==> config.mk <==
export PLATFORM = sky130hd
export DESIGN_NAME = alu_share_arbiter_flat
export DESIGN_NICKNAME = d
export VERILOG_FILES = /design/src/rtl/alu_share_arbiter_if.sv /design/src/rtl/alu_share_arbiter.sv /design/src/flat_wrapper.sv
export SDC_FILE = /design/constraint.sdc
export NUM_CORES = 1
export LEC_CHECK = 0
export ABC_AREA = 1
export CAP_MARGIN = 20
export CORE_MARGIN = 4
export CORE_UTILIZATION = 38
export CTS_BUF_LIST = sky130_fd_sc_hd__clkbuf_16
export DETAILED_ROUTE_END_ITERATION = 10
export GPL_TIMING_DRIVEN = 0
export PLACE_DENSITY = 0.88
export SLEW_MARGIN = 20
export SYNTH_ARGS = -nofsm -noshare
export SYNTH_HDL_FRONTEND = slang
export SYNTH_SLANG_ARGS = --single-unit
==> constraint.sdc <==
create_clock -name clk_i -period 1.86 [get_ports clk_i]
set_input_delay 0.186 -clock clk_i [delete_from_list [all_inputs] [get_ports clk_i]]
set_output_delay 0.186 -clock clk_i [all_outputs]
set_load 0.01 [all_outputs]
==> src/rtl/alu_share_arbiter_if.sv <==
// rtl/alu_share_arbiter_if.sv - bus bundle between requesters, ALU and alu_share_arbiter
// Purpose: groups the two requester issue ports, the two response ports and the
//   ALU-side operand/result signals of alu_share_arbiter into one interface.
// Signal directions are named from the arbiter's point of view (_i in, _o out).
// Ports (signals):
//   reqN_valid_i/reqN_ready_o     issue handshake of requester N (N=0,1)
//   reqN_data1_i/reqN_data2_i     32-bit signed operands
//   reqN_ctrl_i                   3-bit ALU op code
//   rspN_valid_o/data_o/zero_o    one-cycle result pulse, result, zero flag
//   alu_data1_o/data2_o/ctrl_o    operands and op code towards the ALU
//   alu_data_i/alu_zero_i         result and zero flag from the ALU
// Modports: slave = arbiter side, master = requester/ALU side.
interface alu_share_arbiter_if;
  logic        req0_valid_i;
  logic        req0_ready_o;
  logic [31:0] req0_data1_i;
  logic [31:0] req0_data2_i;
  logic [2:0]  req0_ctrl_i;
  logic        req1_valid_i;
  logic        req1_ready_o;
  logic [31:0] req1_data1_i;
  logic [31:0] req1_data2_i;
  logic [2:0]  req1_ctrl_i;
  logic        rsp0_valid_o;
  logic [31:0] rsp0_data_o;
  logic        rsp0_zero_o;
  logic        rsp1_valid_o;
  logic [31:0] rsp1_data_o;
  logic        rsp1_zero_o;
  logic [31:0] alu_data1_o;
  logic [31:0] alu_data2_o;
  logic [2:0]  alu_ctrl_o;
  logic [31:0] alu_data_i;
  logic        alu_zero_i;

  modport slave (
    input  req0_valid_i, req0_data1_i, req0_data2_i, req0_ctrl_i,
    input  req1_valid_i, req1_data1_i, req1_data2_i, req1_ctrl_i,
    input  alu_data_i, alu_zero_i,
    output req0_ready_o, req1_ready_o,
    output rsp0_valid_o, rsp0_data_o, rsp0_zero_o,
    output rsp1_valid_o, rsp1_data_o, rsp1_zero_o,
    output alu_data1_o, alu_data2_o, alu_ctrl_o
  );

  modport master (
    output req0_valid_i, req0_data1_i, req0_data2_i, req0_ctrl_i,
    output req1_valid_i, req1_data1_i, req1_data2_i, req1_ctrl_i,
    output alu_data_i, alu_zero_i,
    input  req0_ready_o, req1_ready_o,
    input  rsp0_valid_o, rsp0_data_o, rsp0_zero_o,
    input  rsp1_valid_o, rsp1_data_o, rsp1_zero_o,
    input  alu_data1_o, alu_data2_o, alu_ctrl_o
  );
endinterface

==> src/rtl/alu_share_arbiter.sv <==
// rtl/alu_share_arbiter.sv - round-robin sharing of one 32-bit ALU between two requesters
// Purpose: arbitrates two requesters onto one combinational ALU with a valid/ready
//   issue handshake, registered operands and registered per-requester results.
//   MUL (ctrl 3'd6) holds the ALU for MUL_LATENCY cycles so the multiplier can be
//   timed as a multicycle path; all other ops hold it for one cycle.
// Ports:
//   clk_i   clock, all state on rising edge
//   rst_i   synchronous reset, active-high
//   bus     alu_share_arbiter_if.slave: requester issue ports, response ports, ALU side
module alu_share_arbiter #(
  parameter int unsigned MUL_LATENCY = 2
) (
  input logic               clk_i,
  input logic               rst_i,
  alu_share_arbiter_if.slave bus
);

  localparam logic [2:0] CTRL_MUL = 3'd6;
  localparam logic [3:0] MUL_CNT  = 4'(MUL_LATENCY);

  typedef enum logic {IDLE, EXEC} state_e;

  state_e      state_q, state_d;
  logic [3:0]  cnt_q, cnt_d;
  logic [31:0] op_data1_q, op_data1_d;
  logic [31:0] op_data2_q, op_data2_d;
  logic [2:0]  op_ctrl_q, op_ctrl_d;
  logic        owner_q, owner_d;
  logic        last_q, last_d;
  logic        rsp0_valid_q, rsp0_valid_d;
  logic        rsp1_valid_q, rsp1_valid_d;
  logic [31:0] rsp0_data_q, rsp0_data_d;
  logic [31:0] rsp1_data_q, rsp1_data_d;
  logic        rsp0_zero_q, rsp0_zero_d;
  logic        rsp1_zero_q, rsp1_zero_d;

  logic accept_win;
  logic grant0, grant1;
  logic ready0, ready1;
  logic [2:0] sel_ctrl;

  always_comb begin
    // Last cycle of the current op doubles as an issue slot for the next one.
    accept_win = (state_q == IDLE) || (cnt_q == 4'd1);
    // On contention the requester that was not granted last wins.
    grant0 = bus.req0_valid_i && (!bus.req1_valid_i || last_q);
    grant1 = bus.req1_valid_i && (!bus.req0_valid_i || !last_q);
    ready0 = grant0 && accept_win && !rst_i;
    ready1 = grant1 && accept_win && !rst_i;
    sel_ctrl = ready1 ? bus.req1_ctrl_i : bus.req0_ctrl_i;

    state_d      = state_q;
    cnt_d        = cnt_q;
    op_data1_d   = op_data1_q;
    op_data2_d   = op_data2_q;
    op_ctrl_d    = op_ctrl_q;
    owner_d      = owner_q;
    last_d       = last_q;
    rsp0_valid_d = 1'b0;
    rsp1_valid_d = 1'b0;
    rsp0_data_d  = rsp0_data_q;
    rsp1_data_d  = rsp1_data_q;
    rsp0_zero_d  = rsp0_zero_q;
    rsp1_zero_d  = rsp1_zero_q;

    if (state_q == EXEC) begin
      if (cnt_q == 4'd1) begin
        if (owner_q) begin
          rsp1_valid_d = 1'b1;
          rsp1_data_d  = bus.alu_data_i;
          rsp1_zero_d  = bus.alu_zero_i;
        end else begin
          rsp0_valid_d = 1'b1;
          rsp0_data_d  = bus.alu_data_i;
          rsp0_zero_d  = bus.alu_zero_i;
        end
        state_d = IDLE;
        cnt_d   = 4'd0;
      end else begin
        cnt_d = cnt_q - 4'd1;
      end
    end

    // Accept overrides the IDLE transition above when issuing back-to-back.
    if (ready0 || ready1) begin
      op_data1_d = ready1 ? bus.req1_data1_i : bus.req0_data1_i;
      op_data2_d = ready1 ? bus.req1_data2_i : bus.req0_data2_i;
      op_ctrl_d  = sel_ctrl;
      owner_d    = ready1;
      last_d     = ready1;
      cnt_d      = (sel_ctrl == CTRL_MUL) ? MUL_CNT : 4'd1;
      state_d    = EXEC;
    end
  end

  always_ff @(posedge clk_i) begin
    if (rst_i) begin
      state_q      <= IDLE;
      cnt_q        <= 4'd0;
      op_data1_q   <= 32'd0;
      op_data2_q   <= 32'd0;
      op_ctrl_q    <= 3'd0;
      owner_q      <= 1'b0;
      last_q       <= 1'b1;
      rsp0_valid_q <= 1'b0;
      rsp1_valid_q <= 1'b0;
      rsp0_data_q  <= 32'd0;
      rsp1_data_q  <= 32'd0;
      rsp0_zero_q  <= 1'b0;
      rsp1_zero_q  <= 1'b0;
    end else begin
      state_q      <= state_d;
      cnt_q        <= cnt_d;
      op_data1_q   <= op_data1_d;
      op_data2_q   <= op_data2_d;
      op_ctrl_q    <= op_ctrl_d;
      owner_q      <= owner_d;
      last_q       <= last_d;
      rsp0_valid_q <= rsp0_valid_d;
      rsp1_valid_q <= rsp1_valid_d;
      rsp0_data_q  <= rsp0_data_d;
      rsp1_data_q  <= rsp1_data_d;
      rsp0_zero_q  <= rsp0_zero_d;
      rsp1_zero_q  <= rsp1_zero_d;
    end
  end

  assign bus.req0_ready_o = ready0;
  assign bus.req1_ready_o = ready1;
  assign bus.rsp0_valid_o = rsp0_valid_q;
  assign bus.rsp0_data_o  = rsp0_data_q;
  assign bus.rsp0_zero_o  = rsp0_zero_q;
  assign bus.rsp1_valid_o = rsp1_valid_q;
  assign bus.rsp1_data_o  = rsp1_data_q;
  assign bus.rsp1_zero_o  = rsp1_zero_q;
  assign bus.alu_data1_o  = op_data1_q;
  assign bus.alu_data2_o  = op_data2_q;
  assign bus.alu_ctrl_o   = op_ctrl_q;

endmodule

==> src/flat_wrapper.sv <==
// flat-port wrapper written by rule: the top's interface ports become plain ports
module alu_share_arbiter_flat 
#(
  parameter int unsigned MUL_LATENCY = 2
)
  (clk_i, rst_i, bus_req0_valid_i, bus_req0_data1_i, bus_req0_data2_i, bus_req0_ctrl_i, bus_req1_valid_i, bus_req1_data1_i, bus_req1_data2_i, bus_req1_ctrl_i, bus_alu_data_i, bus_alu_zero_i, bus_req0_ready_o, bus_req1_ready_o, bus_rsp0_valid_o, bus_rsp0_data_o, bus_rsp0_zero_o, bus_rsp1_valid_o, bus_rsp1_data_o, bus_rsp1_zero_o, bus_alu_data1_o, bus_alu_data2_o, bus_alu_ctrl_o);
  alu_share_arbiter_if bus_i ();
  input logic clk_i;
  input logic rst_i;
  input wire logic [$bits(bus_i.req0_valid_i)-1:0] bus_req0_valid_i;
  input wire logic [$bits(bus_i.req0_data1_i)-1:0] bus_req0_data1_i;
  input wire logic [$bits(bus_i.req0_data2_i)-1:0] bus_req0_data2_i;
  input wire logic [$bits(bus_i.req0_ctrl_i)-1:0] bus_req0_ctrl_i;
  input wire logic [$bits(bus_i.req1_valid_i)-1:0] bus_req1_valid_i;
  input wire logic [$bits(bus_i.req1_data1_i)-1:0] bus_req1_data1_i;
  input wire logic [$bits(bus_i.req1_data2_i)-1:0] bus_req1_data2_i;
  input wire logic [$bits(bus_i.req1_ctrl_i)-1:0] bus_req1_ctrl_i;
  input wire logic [$bits(bus_i.alu_data_i)-1:0] bus_alu_data_i;
  input wire logic [$bits(bus_i.alu_zero_i)-1:0] bus_alu_zero_i;
  output wire logic [$bits(bus_i.req0_ready_o)-1:0] bus_req0_ready_o;
  output wire logic [$bits(bus_i.req1_ready_o)-1:0] bus_req1_ready_o;
  output wire logic [$bits(bus_i.rsp0_valid_o)-1:0] bus_rsp0_valid_o;
  output wire logic [$bits(bus_i.rsp0_data_o)-1:0] bus_rsp0_data_o;
  output wire logic [$bits(bus_i.rsp0_zero_o)-1:0] bus_rsp0_zero_o;
  output wire logic [$bits(bus_i.rsp1_valid_o)-1:0] bus_rsp1_valid_o;
  output wire logic [$bits(bus_i.rsp1_data_o)-1:0] bus_rsp1_data_o;
  output wire logic [$bits(bus_i.rsp1_zero_o)-1:0] bus_rsp1_zero_o;
  output wire logic [$bits(bus_i.alu_data1_o)-1:0] bus_alu_data1_o;
  output wire logic [$bits(bus_i.alu_data2_o)-1:0] bus_alu_data2_o;
  output wire logic [$bits(bus_i.alu_ctrl_o)-1:0] bus_alu_ctrl_o;
  assign bus_i.req0_valid_i = bus_req0_valid_i;
  assign bus_i.req0_data1_i = bus_req0_data1_i;
  assign bus_i.req0_data2_i = bus_req0_data2_i;
  assign bus_i.req0_ctrl_i = bus_req0_ctrl_i;
  assign bus_i.req1_valid_i = bus_req1_valid_i;
  assign bus_i.req1_data1_i = bus_req1_data1_i;
  assign bus_i.req1_data2_i = bus_req1_data2_i;
  assign bus_i.req1_ctrl_i = bus_req1_ctrl_i;
  assign bus_i.alu_data_i = bus_alu_data_i;
  assign bus_i.alu_zero_i = bus_alu_zero_i;
  assign bus_req0_ready_o = bus_i.req0_ready_o;
  assign bus_req1_ready_o = bus_i.req1_ready_o;
  assign bus_rsp0_valid_o = bus_i.rsp0_valid_o;
  assign bus_rsp0_data_o = bus_i.rsp0_data_o;
  assign bus_rsp0_zero_o = bus_i.rsp0_zero_o;
  assign bus_rsp1_valid_o = bus_i.rsp1_valid_o;
  assign bus_rsp1_data_o = bus_i.rsp1_data_o;
  assign bus_rsp1_zero_o = bus_i.rsp1_zero_o;
  assign bus_alu_data1_o = bus_i.alu_data1_o;
  assign bus_alu_data2_o = bus_i.alu_data2_o;
  assign bus_alu_ctrl_o = bus_i.alu_ctrl_o;
  alu_share_arbiter #(.MUL_LATENCY(MUL_LATENCY)) u_core (.clk_i(clk_i), .rst_i(rst_i), .bus(bus_i));
endmodule
Word-level counts from Yosys, hierarchy flattened:

Cells that the tools add are included.

* mux-type cells: 12
* equality and inequality tests: 2
* add/subtract/negate cells: 1
* bitwise operators: 3
* reduce and logical (&&, ||, !) cells: 18

Operators by type and width (count)
* 2-to-1 mux 32 bit: 2
* 2-to-1 mux 4 bit: 3
* logical AND 1 bit: 6
* AND reduction 3 bit: 2
* 2-to-1 mux 1 bit: 5
* == test 4 x 1 -> 1 bit (second input constant): 1
* zero test 1 bit: 4
* logical OR 1 bit: 4
* subtractor 4 x 1 -> 4 bit (second input constant): 1
* == test 3 bit (second input constant): 1
* 2-to-1 mux 3 bit: 1
* NOT 1 bit: 3
* OR reduction 3 bit: 1
* 2-to-1 mux 2 bit: 1
* nonzero test 2 bit: 1

* output and inout port bits: 137
* flip-flop bits (word level): 142
* bits of input ports: 171
* word-level logic and storage cells: 49

Logic depth before layout (Yosys ltp):

Gate-level depths: netlist (run 1).

* depth in word-level cells: 9
* depth in mapped cells: 12
* mapped depth without buffers: 11

Least setup slack after synthesis (run 1):

Ideal clock, no wire load.

* path kind: register to register
* start: reg u_core.cnt_q[1]
* end: reg u_core.rsp1_data_q[22] (netlist: u_core.bus.rsp1_data_o[22])
* path slack: 400 ps
* cell stages (with the launch flop): 7
* buffers on the path: 2
* arrival time: 1332 ps
* data required time: 1732 ps
* cell sequence: dfxtp_1 > inv_1 > ha_1 > nand4_1 > clkbuf_1 > clkbuf_1 > a21oi_1

* longest elaborated chain between the ends: 2

RTL lines
* from (decl): line alu_share_arbiter.sv:24 `logic [3:0] cnt_q, cnt_d;`
* from (signal assigned): line alu_share_arbiter.sv:113 `cnt_q <= cnt_d;`
* == test 4 x 1 -> 1 bit: line alu_share_arbiter.sv:67 `if (cnt_q == 4'd1) begin`
* AND reduction 3 bit (no source line)
* to (signal assigned): line alu_share_arbiter.sv:122 `rsp1_data_q <= rsp1_data_d;`
* to (decl): line alu_share_arbiter.sv:33 `logic [31:0] rsp1_data_q, rsp1_data_d;`

No other way between the ends.
A chain may end at the register's enable or synchronous reset.

Final worst setup path (run 1):

* start: reg u_core.cnt_q[1]
* end: out bus_req1_ready_o

* longest elaborated chain between the ends: 4

RTL lines
* == test 4 x 1 -> 1 bit: line alu_share_arbiter.sv:44 `accept_win = (state_q == IDLE) || (cnt_q == 4'd1);`
* logical OR 1 bit: line alu_share_arbiter.sv:44
* logical AND 1 bit (2 in a row): line alu_share_arbiter.sv:49 `ready1 = grant1 && accept_win && !rst_i;`
* to (decl): line flat_wrapper.sv:21 `output wire logic [$bits(bus_i.req1_ready_o)-1:0] bus_req1_ready_o;`

No other way between the ends.

==> results of run 1 <==
[cell type report]
class | count | share of cell area, %
Multi-Input combinational cell | 480 | 24.2
Tap cell | 184 | 2.39
Clock inverter | 15 | 2.29
Sequential cell | 142 | 29.5
Buffer | 55 | 3.32
Clock buffer | 17 | 4.42
Timing Repair Buffer | 306 | 31.7
Inverter | 49 | 2.09
[where the power goes]
part / internal (W) / leakage [nW] / switching [W]
clock network: 0.00238 / 0.314 / 0.00136
logic: 0.000877 / 2.21 / 0.000747
registers: 0.00325 / 1.16 / 0.000122
[kinds of logic after synthesis]
family | share of synthesized area (%)
adders and majority gates | 0.441
buffers and inverters | 8.99
DFF | 50.1
AOI/OAI and AO/OA | 19.1
and+or+nand+nor | 21.1
xor gates and xnor gates | 0.309
[flip-flops by register name, summed over array words and instances, names as in the netlist, 3 cells and up]
register / count
u_core.bus.alu_data2_o: 32
u_core.bus.alu_data1_o: 32
u_core.bus.rsp0_data_o: 32
u_core.bus.alu_ctrl_o: 3
u_core.bus.rsp1_data_o: 32
u_core.cnt_q: 4
[path summary, 6_finish.rpt]
path                                                           endpoint  slack [ps]                                    from  cells past startpoint
worst max-delay path                                   bus_req1_ready_o          60            u_core.cnt_q[1]$_SDFFE_PP0P_                      7
worst min-delay path                         u_core.last_q$_SDFFE_PP1P_         230                                   rst_i                      5
worst max register to register  u_core.bus.alu_data2_o[17]$_SDFFE_PP0P_         150            u_core.cnt_q[1]$_SDFFE_PP0P_                     11
worst min register to register   u_core.bus.rsp1_data_o[4]$_SDFFE_PP0P_         440  u_core.bus.rsp1_data_o[4]$_SDFFE_PP0P_                      2
[metal layers]
layer / routed length [µm] / vias to the layer above / part of all wire (%) / track usage [%]
li1: - / 3084 / - / -
met3: 1920 / 39 / 9.2 / 7.65
met4: 586 / 0 / 2.8 / 10.6
met1: 7920 / 2976 / 38 / 26.3
met5: 0 / - / 0 / 0
met2: 10400 / 299 / 50 / 41.3
[worst max-delay path, delay by kind of cell, from the launching register on]
family        cells  cell delay, ps
simple gates      3             340
buf+inv           3             340
flops             1             330
fa+ha+maj         1             170
[repair_timing]
action                                  4_1_cts  5_1_grt
gates resized for setup                      18        5
endpoints found under the setup margin       32       10
hold buffers                                  0        0
[Yosys cell counts]
cell type / number
nand2_4: 3
a31oi_1: 63
nand4_1: 2
nor3_1: 1
inv_4: 1
a21oi_1: 37
inv_2: 5
nand3_1: 48
xor2_1: 2
nor2_2: 1
o21ai_1: 10
nand2_2: 1
nor2_1: 71
o21ai_0: 89
clkbuf_1: 28
nor2_8: 1
buf_2: 16
nor3_4: 1
buf_1: 1
nand2_8: 2
buf_6: 12
inv_1: 43
ha_1: 2
nand3b_1: 1
o211a_1: 1
nand2_1: 144
dfxtp_1: 142
[through the flow]
stage               area [µm²]  total power (W)  utilization (%)  cells
detailed placement        8970          0.00505             61.5   1218
global placement          8970          0.00502             61.5   1218
global route              9640          0.00907             66.0   1248
finish                    9640          0.00873             66.0   1248
floorplan                 5680          0.00409                -    728
CTS                       9640          0.00877             66.1   1248
==> run_results.csv, run 1 <==
group,metric,value,unit
floorplanning,rows,44,
timing,period_share,96.5,%
cts,cts_setup_buffers,0,
timing,setup_viol,0,
worst_setup_path,end_kind,"primary output",
final_layout,fillerInstances,1199,
floorplanning,start_util,38.9,%
cts,path_clk_slew,60,ps
yosys,synth.top_cell.area_share,50.1,%
outcome,status,"completed",
placement,routabilityCongestion,0.880,
route,drt_iter0_markers,369,
pwr,power.density,906,mW/mm²
cts,clock_sinks,142,
worst_setup_path,path_cells,"inv_2 -> ha_4 -> nand2_4 -> nand2_8 -> nand2_8 -> inv_8 -> clkdlybuf4s15_2",
floorplanning,core_area,0.0146,mm²
timing,fin_setup_tns,0,ps
floorplanning,die_y,130,µm
yosys,synthTopCellsByArea,"dfxtp_1 50%, nand2_1 9.5%, o21ai_0 7.8%",
yosys,ys_seq_area_share,50.1,%
grt,grt_antenna_before_repair,0,
placement,numPortBuffers,306,
timing,tightestPinTransition,711,ps
cts,root_buffer,"clkbuf_16",
worst_setup_path,required,1670,ps
final_layout,multi_input_area,0.00233,mm²
grt,grt_pass1_vias,6251,
yosys,synth_area,0.00568,mm²
timing,final_max_slew_viol_count,0,
route,vias_per_cell,5.13,
route,drc,0,
worst_setup_path,cp_max_fo,11,
floorplanning,dieArea,0.0170,mm²
cts,clk_latency,430,ps
timing,fin_skew,7.47,ps
route,num_vias,6398,
grt,grt_max_degree,17,
worst_hold_path,hold_path.class,"primary input to flop",
worst_setup_path,cp_slowest_cell,"dfxtp_1",
placement,dp_slack,-277,ps
final_layout,layout-drive-gt1-share,7.52,%
pwr,vdd_ir_drop_max,0.000561,V
timing,grt_setup_unrepaired,"true",
final_layout,layout_commonest_cell,"clkdlybuf4s50_1",
timing,period_needed,1800,ps
worst_setup_path,startpoint_type,"flop",
yosys,syn-num-nets,901,
grt,grt_use_total,23.7,%
yosys,syn_avg_cell_area,7.80,µm²
timing,fin_ws,64.9,ps
final_layout,seq_area,0.00284,mm²
cts,h-tree-depth,4,
route,ant_nets,0,
worst_setup_path,crit_top_cell,"nand2_8",
grt,grt-ovfl-total,0,
worst_setup_path,slowest_delay,330,ps
cts,cts.path.max_buffers,2,
route,dr.pass1.iters,5,
worst_setup_path,path_class,"flop to primary output",
cts,cts_buffers,17,
final_layout,layout_common_cells,"304 x clkdlybuf4s50_1, 144 x nand2_1, 141 x dfxtp_1",
timing,finalHoldViolations,0,
yosys,syn_inst,728,
timing,relSlewSlack,52.6,%
final_layout,n_antenna_cell,0,
timing,hold_slack,227,ps
worst_setup_path,critical_path_arrival,1610,ps
yosys,synth_top_area_cell,"dfxtp_1",
floorplanning,die_w,130,µm
pwr,p_leak,3.68,nW
placement,place_hpwl,15.6,mm
grt,grt_pass1_wl,31.4,mm
timing,fmax,0.557,GHz
cts,cts_tree,"built",
yosys,ys_types,27,
route,routed_wirelength,20.8,mm
final_layout,syn_to_final_growth,69.8,%
job,cap_violations,0,
yosys,yosysWarnings,0,
final_layout,nets,1224,
yosys,ys_seq_elements,142,
route,wl_per_cell,16.6,µm
floorplanning,ioPinCount,308,
(Power assumes the default switching activity.)
==> inputs of run 2 (changes only) <==
--- a/config.mk
+++ b/config.mk
@@ -13,6 +13,7 @@
 export DETAILED_ROUTE_END_ITERATION = 10
 export GPL_TIMING_DRIVEN = 0
 export PLACE_DENSITY = 0.88
+export REMOVE_ABC_BUFFERS = 1
 export SLEW_MARGIN = 20
 export SYNTH_ARGS = -nofsm -noshare
 export SYNTH_HDL_FRONTEND = slang
==> run_results.csv, run 2 (synthesis gave the netlist of run 1 again) <==
group,metric,value,unit
route,drc,0,
final_layout,n_antenna_cell,0,
timing,period_share,96.3,%
timing,fmax,0.558,GHz
grt,grt_antenna_before_repair,0,
worst_setup_path,startpoint_type,"flop",
final_layout,seq_area,0.00285,mm²
job,cap_violations,0,
worst_setup_path,critPathCapture,"u_core.bus.rsp0_data_o[9]$_SDFFE_PP0P_",
route,vias_per_cell,5.01,
final_layout,multi_input_area,0.00239,mm²
floorplanning,start_util,38.9,%
route,maxUsedRoutingLayer,"met4",
route,drt_iter0_markers,299,
timing,final_max_slew_viol_count,0,
grt,grt_pass1_vias,5819,
floorplanning,rows,44,
pwr,total_power,0.00852,W
pwr,pwr-share-clk,41.1,%
floorplanning,die_y,130,µm
cts,h-tree-depth,4,
route,num_vias,6118,
grt,grt_pass1_wl,29.9,mm
route,dr.pass1.iters,4,
timing,fin_skew,10.3,ps
cts,cts_hold_buf,0,
worst_setup_path,required,2160,ps
worst_setup_path,cp_max_fo,34,
pwr,swShare,25.6,%
route,met2RoutedLength,10.1,mm
worst_hold_path,hold_path.class,"primary input to flop",
worst_setup_path,end_kind,"flop",
worst_setup_path,crit_family,"simple AND/OR/NAND/NOR gates",
worst_hold_path,holdCritStartpoint,"rst_i",
worst_setup_path,r2r_slack,70,ps
final_layout,nets,1197,
worst_setup_path,worstReg2RegStart,"u_core.cnt_q[1]$_SDFFE_PP0P_",
final_layout,fin_cells,1220,
cts,cts_tree,"built",
worst_setup_path,critical_path_arrival,2090,ps
cts,path_clk_slew,60,ps
timing,tightestPinTransition,463,ps
timing,period_needed,1790,ps
route,wl_per_cell,16.7,µm
timing,grt_setup_unrepaired,"false",
final_layout,layout-drive-gt1-share,7.05,%
worst_setup_path,startpoint,"u_core.cnt_q[1]$_SDFFE_PP0P_",
worst_setup_path,cp_slowest_cell,"dfxtp_2",
route,wl_met3,2.15,mm
placement,place_hpwl,12.8,mm
worst_setup_path,path_depth,9,
floorplanning,core_area,0.0146,mm²
pwr,p_int,0.00634,W
route,ant_nets,0,
placement,routabilityCongestion,0.773,
worst_setup_path,slowest_delay,320,ps
route,routed_wirelength,20.4,mm
grt,grt_use_total,22.6,%
pwr,vdd_ir_drop_max,0.000600,V
worst_setup_path,path_class,"flop to flop",
placement,numPortBuffers,307,
final_layout,layout_common_cells,"304 x clkdlybuf4s50_1, 144 x nand2_1, 140 x dfxtp_1",
worst_setup_path,crit_top_cell,"nor2_1",
placement,dp.cells,1168,
pwr,combPwrFrac,19.3,%
floorplanning,die_w,130,µm
floorplanning,dieArea,0.0170,mm²
worst_setup_path,cp_num_buf_inv,4,
final_layout,fillerInstances,1128,
final_layout,syn_to_final_growth,69.7,%
worst_setup_path,reg2reg_to,"u_core.bus.rsp0_data_o[9]$_SDFFE_PP0P_",
cts,clk_latency,410,ps
cts,clock_sinks,142,
timing,finalHoldViolations,0,
grt,grt-ovfl-total,0,
pwr,power.density,885,mW/mm²
pwr,p_switching,0.00218,W
final_layout,layout_commonest_cell,"clkdlybuf4s50_1",
floorplanning,ioPinCount,308,
worst_setup_path,rr_worst_depth,9,
route,wl_met1,7.61,mm
timing,setup_viol,0,
cts,cts.path.max_buffers,2,
outcome,status,"completed",
cts,root_buffer,"clkbuf_16",
cts,cts_buffers,17,
pwr,p_leak,3.67,nW
pwr,pwr-share-seq,39.6,%
timing,relSlewSlack,69.1,%
grt,grt_max_degree,104,
worst_setup_path,path_cells,"inv_2 -> ha_4 -> nand2_4 -> buf_4 -> nor3_4 -> buf_16 -> inv_4 -> nor2_1 -> nor2_1",
-- run 2: changes by cell type in the layout (fill, tap and decap cells not counted), sizes merged, moves of 2 or more --
| cell | delta |
|---|---|
| dlygate4sd2 | +2 |
| clkinv | +3 |
| buf | -7 |
| inv | +2 |
| nand2 | +3 |
| clkbuf | -28 |
-- run 2: final cells by class --
| class | count | share of cell area [%] |
|---|---|---|
| repair buffers | 327 | 34.0 |
| clock buffers | 17 | 4.42 |
| repair inverters | 4 | 0.364 |
| flip-flops and latches | 142 | 29.5 |
| clock inverters | 14 | 1.83 |
| inverters | 49 | 2.64 |
| well taps | 184 | 2.39 |
| multi-input cells | 483 | 24.8 |
-- run 2: timing repair --
action,CTS,global route
resized for setup,23,7
cloned,6,1
setup endpoints to repair,108,48
pin swaps,2,3
buffers inserted,11,3
-- run 2: worst min-delay path by stage --
stage	end	cells past startpoint
global placement	u_core.bus.rsp1_data_o[1]$_SDFFE_PP0P_	2
global route	u_core.bus.alu_data2_o[1]$_SDFFE_PP0P_	2
finish	u_core.bus.alu_data2_o[1]$_SDFFE_PP0P_	2
detailed placement	u_core.bus.rsp1_data_o[3]$_SDFFE_PP0P_	2
CTS	u_core.bus.alu_data1_o[20]$_SDFFE_PP0P_	2
floorplan	u_core.cnt_q[0]$_SDFFE_PP0P_	1
-- run 2: per-layer routing --
| metal | track usage, % | vias to the layer above |
|---|---|---|
| met5 | 0 | - |
| met4 | 8.80 | 0 |
| met3 | 8.84 | 39 |
| met2 | 39.7 | 263 |
| met1 | 24.5 | 2788 |
| li1 | - | 3028 |
-- run 2: worst register-to-register path, delay by kind of cell (launching register included) --
family / cells / cell delay, ps
adder cells (fa/ha/maj): 1 / 150
buffers and inverters: 4 / 580
flip-flops: 1 / 320
AND/OR/NAND/NOR: 4 / 630
-- run 2: power groups by stage --
stage                     combinational, W  sequential (W)  clock [W]
final                              0.00165         0.00337    0.00351
after global routing               0.00177         0.00339    0.00369
after CTS                          0.00164         0.00337    0.00356
after detailed placement           0.00152         0.00343          0
after global placement             0.00149         0.00342          0
after floorplan                   0.000491         0.00351          0
-- run 2: through the flow --
step / hold WS [ps] / worst slack, ps / cell area, µm² / TNS, ps / util [%]
floorplan: 255 / -655 / 5350 / -36240 / -
global placement: 432 / -3430 / 8650 / -321960 / 59.3
detailed placement: 435 / -1850 / 8750 / -109060 / 60.0
CTS: 244 / 1.17 / 9580 / 0 / 65.6
global route: 212 / 4.68 / 9630 / 0 / 66.0
finish: 211 / 68.0 / 9630 / 0 / 66.0
==> inputs of run 3 (changes only) <==
--- a/config.mk
+++ b/config.mk
@@ -8,11 +8,12 @@
 export ABC_AREA = 1
 export CAP_MARGIN = 20
 export CORE_MARGIN = 4
-export CORE_UTILIZATION = 38
+export CORE_UTILIZATION = 39
 export CTS_BUF_LIST = sky130_fd_sc_hd__clkbuf_16
+export CTS_CLUSTER_DIAMETER = 200
 export DETAILED_ROUTE_END_ITERATION = 10
 export GPL_TIMING_DRIVEN = 0
-export PLACE_DENSITY = 0.88
+export PLACE_DENSITY = 0.89
 export REMOVE_ABC_BUFFERS = 1
 export SLEW_MARGIN = 20
 export SYNTH_ARGS = -nofsm -noshare
==> run_results.csv, run 3 (synthesis gave the netlist of run 1 again) <==
group,metric,value,unit
final_layout,layout_commonest_cell,"clkdlybuf4s50_1",
pwr,pwr-share-clk,40.2,%
grt,grt_max_degree,64,
route,num_vias,6395,
pwr,pwr-share-seq,40.0,%
placement,routabilityCongestion,0.811,
timing,final_max_slew_viol_count,0,
cts,path_clk_slew,60,ps
final_layout,layout-drive-gt1-share,8.15,%
final_layout,layout_common_cells,"304 x clkdlybuf4s50_1, 144 x nand2_1, 141 x dfxtp_1",
final_layout,fillerInstances,1056,
cts,cts.path.max_buffers,2,
timing,setup_viol,1,
worst_setup_path,cp_max_fo,17,
pwr,power.density,874,mW/mm²
cts,clk_latency,420,ps
worst_setup_path,required,1670,ps
floorplanning,ioPinCount,308,
placement,numPortBuffers,307,
timing,fin_skew,7.50,ps
placement,place_hpwl,13.4,mm
timing,finalHoldViolations,0,
grt,grt_pass1_wl,32.2,mm
final_layout,nets,1203,
worst_setup_path,end_kind,"primary output",
route,dr.pass1.iters,8,
worst_setup_path,startpoint_type,"flop",
floorplanning,die_w,129,µm
worst_setup_path,path_class,"flop to primary output",
final_layout,seq_area,0.00284,mm²
cts,root_buffer,"clkbuf_16",
route,vias_per_cell,5.23,
route,wl_per_cell,17.8,µm
grt,grt-ovfl-total,0,
pwr,p_leak,3.69,nW
timing,tightestPinTransition,660,ps
grt,use_met3,10.1,%
pwr,combPwrFrac,19.9,%
route,routed_wirelength,21.8,mm
grt,top_usage_layer,"met2",
final_layout,syn_to_final_growth,70.2,%
route,drt_iter0_markers,424,
pwr,swShare,27.6,%
job,cap_violations,0,
cts,clock_sinks,142,
worst_setup_path,critical_path_arrival,1710,ps
timing,fin_setup_tns,-40.1,ps
cts,cts_buffers,17,
floorplanning,start_util,40.4,%
timing,fin_ws,-40.1,ps
route,drc,0,
worst_hold_path,hold_path.class,"primary input to flop",
pwr,p_int,0.00612,W
floorplanning,die_y,129,µm
placement,dp_slack,-2050,ps
grt,grt_util_met1,27.7,%
grt,grt_pass1_vias,6222,
floorplanning,rows,43,
final_layout,n_antenna_cell,0,
cts,h-tree-depth,4,
outcome,violations,"setup timing",
pwr,vdd_ir_drop_max,0.000598,V
route,ant_nets,0,
outcome,status,"finished, violations left",
floorplanning,dieArea,0.0165,mm²
pwr,p_switching,0.00233,W
timing,period_needed,1900,ps
grt,grt_antenna_before_repair,0,
timing,relSlewSlack,55.9,%
timing,grt_setup_unrepaired,"true",
floorplanning,core_area,0.0140,mm²
cts,cts_tree,"built",
grt,grt_use_total,24.8,%
timing,fmax,0.526,GHz
timing,period_share,102,%
grt,met2_usage,42.6,%
final_layout,multi_input_area,0.00243,mm²
run 3: repair_timing:
action,4_1_cts,5_1_grt
hold buffers,0,0
setup endpoints to repair,113,75
resized for setup,29,3
gates cloned,9,2
pin swaps,3,2
buffers inserted,5,12
run 3: power by group through the flow:
stage          Clock, W  Sequential [W]  Combinational, W
2_1_floorplan         0         0.00351          0.000491
3_3_place_gp          0         0.00342           0.00148
3_5_place_dp          0         0.00343           0.00152
4_1_cts         0.00343         0.00337           0.00163
5_1_grt         0.00357         0.00340           0.00181
6_report        0.00339         0.00338           0.00168
run 3: final timing paths:
kind                            cells past startpoint                                 endpoint                                    from  slack (ps)
worst max-delay path                                7                         bus_req1_ready_o            u_core.cnt_q[1]$_SDFFE_PP0P_         -40
worst min-delay path                                2       u_core.bus.rsp0_valid_o$_SDFF_PP0_                                   rst_i         220
worst max register to register                     12  u_core.bus.alu_data2_o[31]$_SDFFE_PP0P_            u_core.cnt_q[1]$_SDFFE_PP0P_         130
worst min register to register                      2   u_core.bus.rsp1_data_o[6]$_SDFFE_PP0P_  u_core.bus.rsp1_data_o[6]$_SDFFE_PP0P_         440
run 3: metal layers:
layer	vias to the layer above	routed length (µm)
li1	3042	-
met1	2953	8150
met2	348	10800
met3	52	2370
met4	0	530
met5	-	0
run 3: cell type report:
type                            count  share of cell area (%)
Clock buffer                       17                    4.40
Clock inverter                     15                    1.66
Inverter                           49                    2.64
Multi-Input combinational cell    486                    25.2
Sequential cell                   142                    29.4
Tap cell                          180                    2.33
Timing Repair Buffer              329                    33.9
Timing Repair inverter              5                   0.453
run 3: worst max-delay path, cell delays in order, from the launching register on:
cell and delay [ps]:
dfxtp_1 340, inv_2 60, ha_4 170, nand2_4 140, nand2_8 100, nand2_8 130, inv_16 70, dlygate4sd2_1 280
run 3: per-stage QoR:
| step | utilization [%] | hold slack, ps | power (W) | cells | cell area [µm²] |
|---|---|---|---|---|---|
| after global placement | 61.6 | 432 | 0.00491 | 1158 | 8650 |
| final | 68.8 | 215 | 0.00845 | 1223 | 9660 |
| after global routing | 68.8 | 228 | 0.00878 | 1223 | 9660 |
| after detailed placement | 62.1 | 435 | 0.00495 | 1163 | 8720 |
| after CTS | 67.9 | 200 | 0.00843 | 1209 | 9530 |
| after floorplan | - | 255 | 0.00400 | 671 | 5350 |
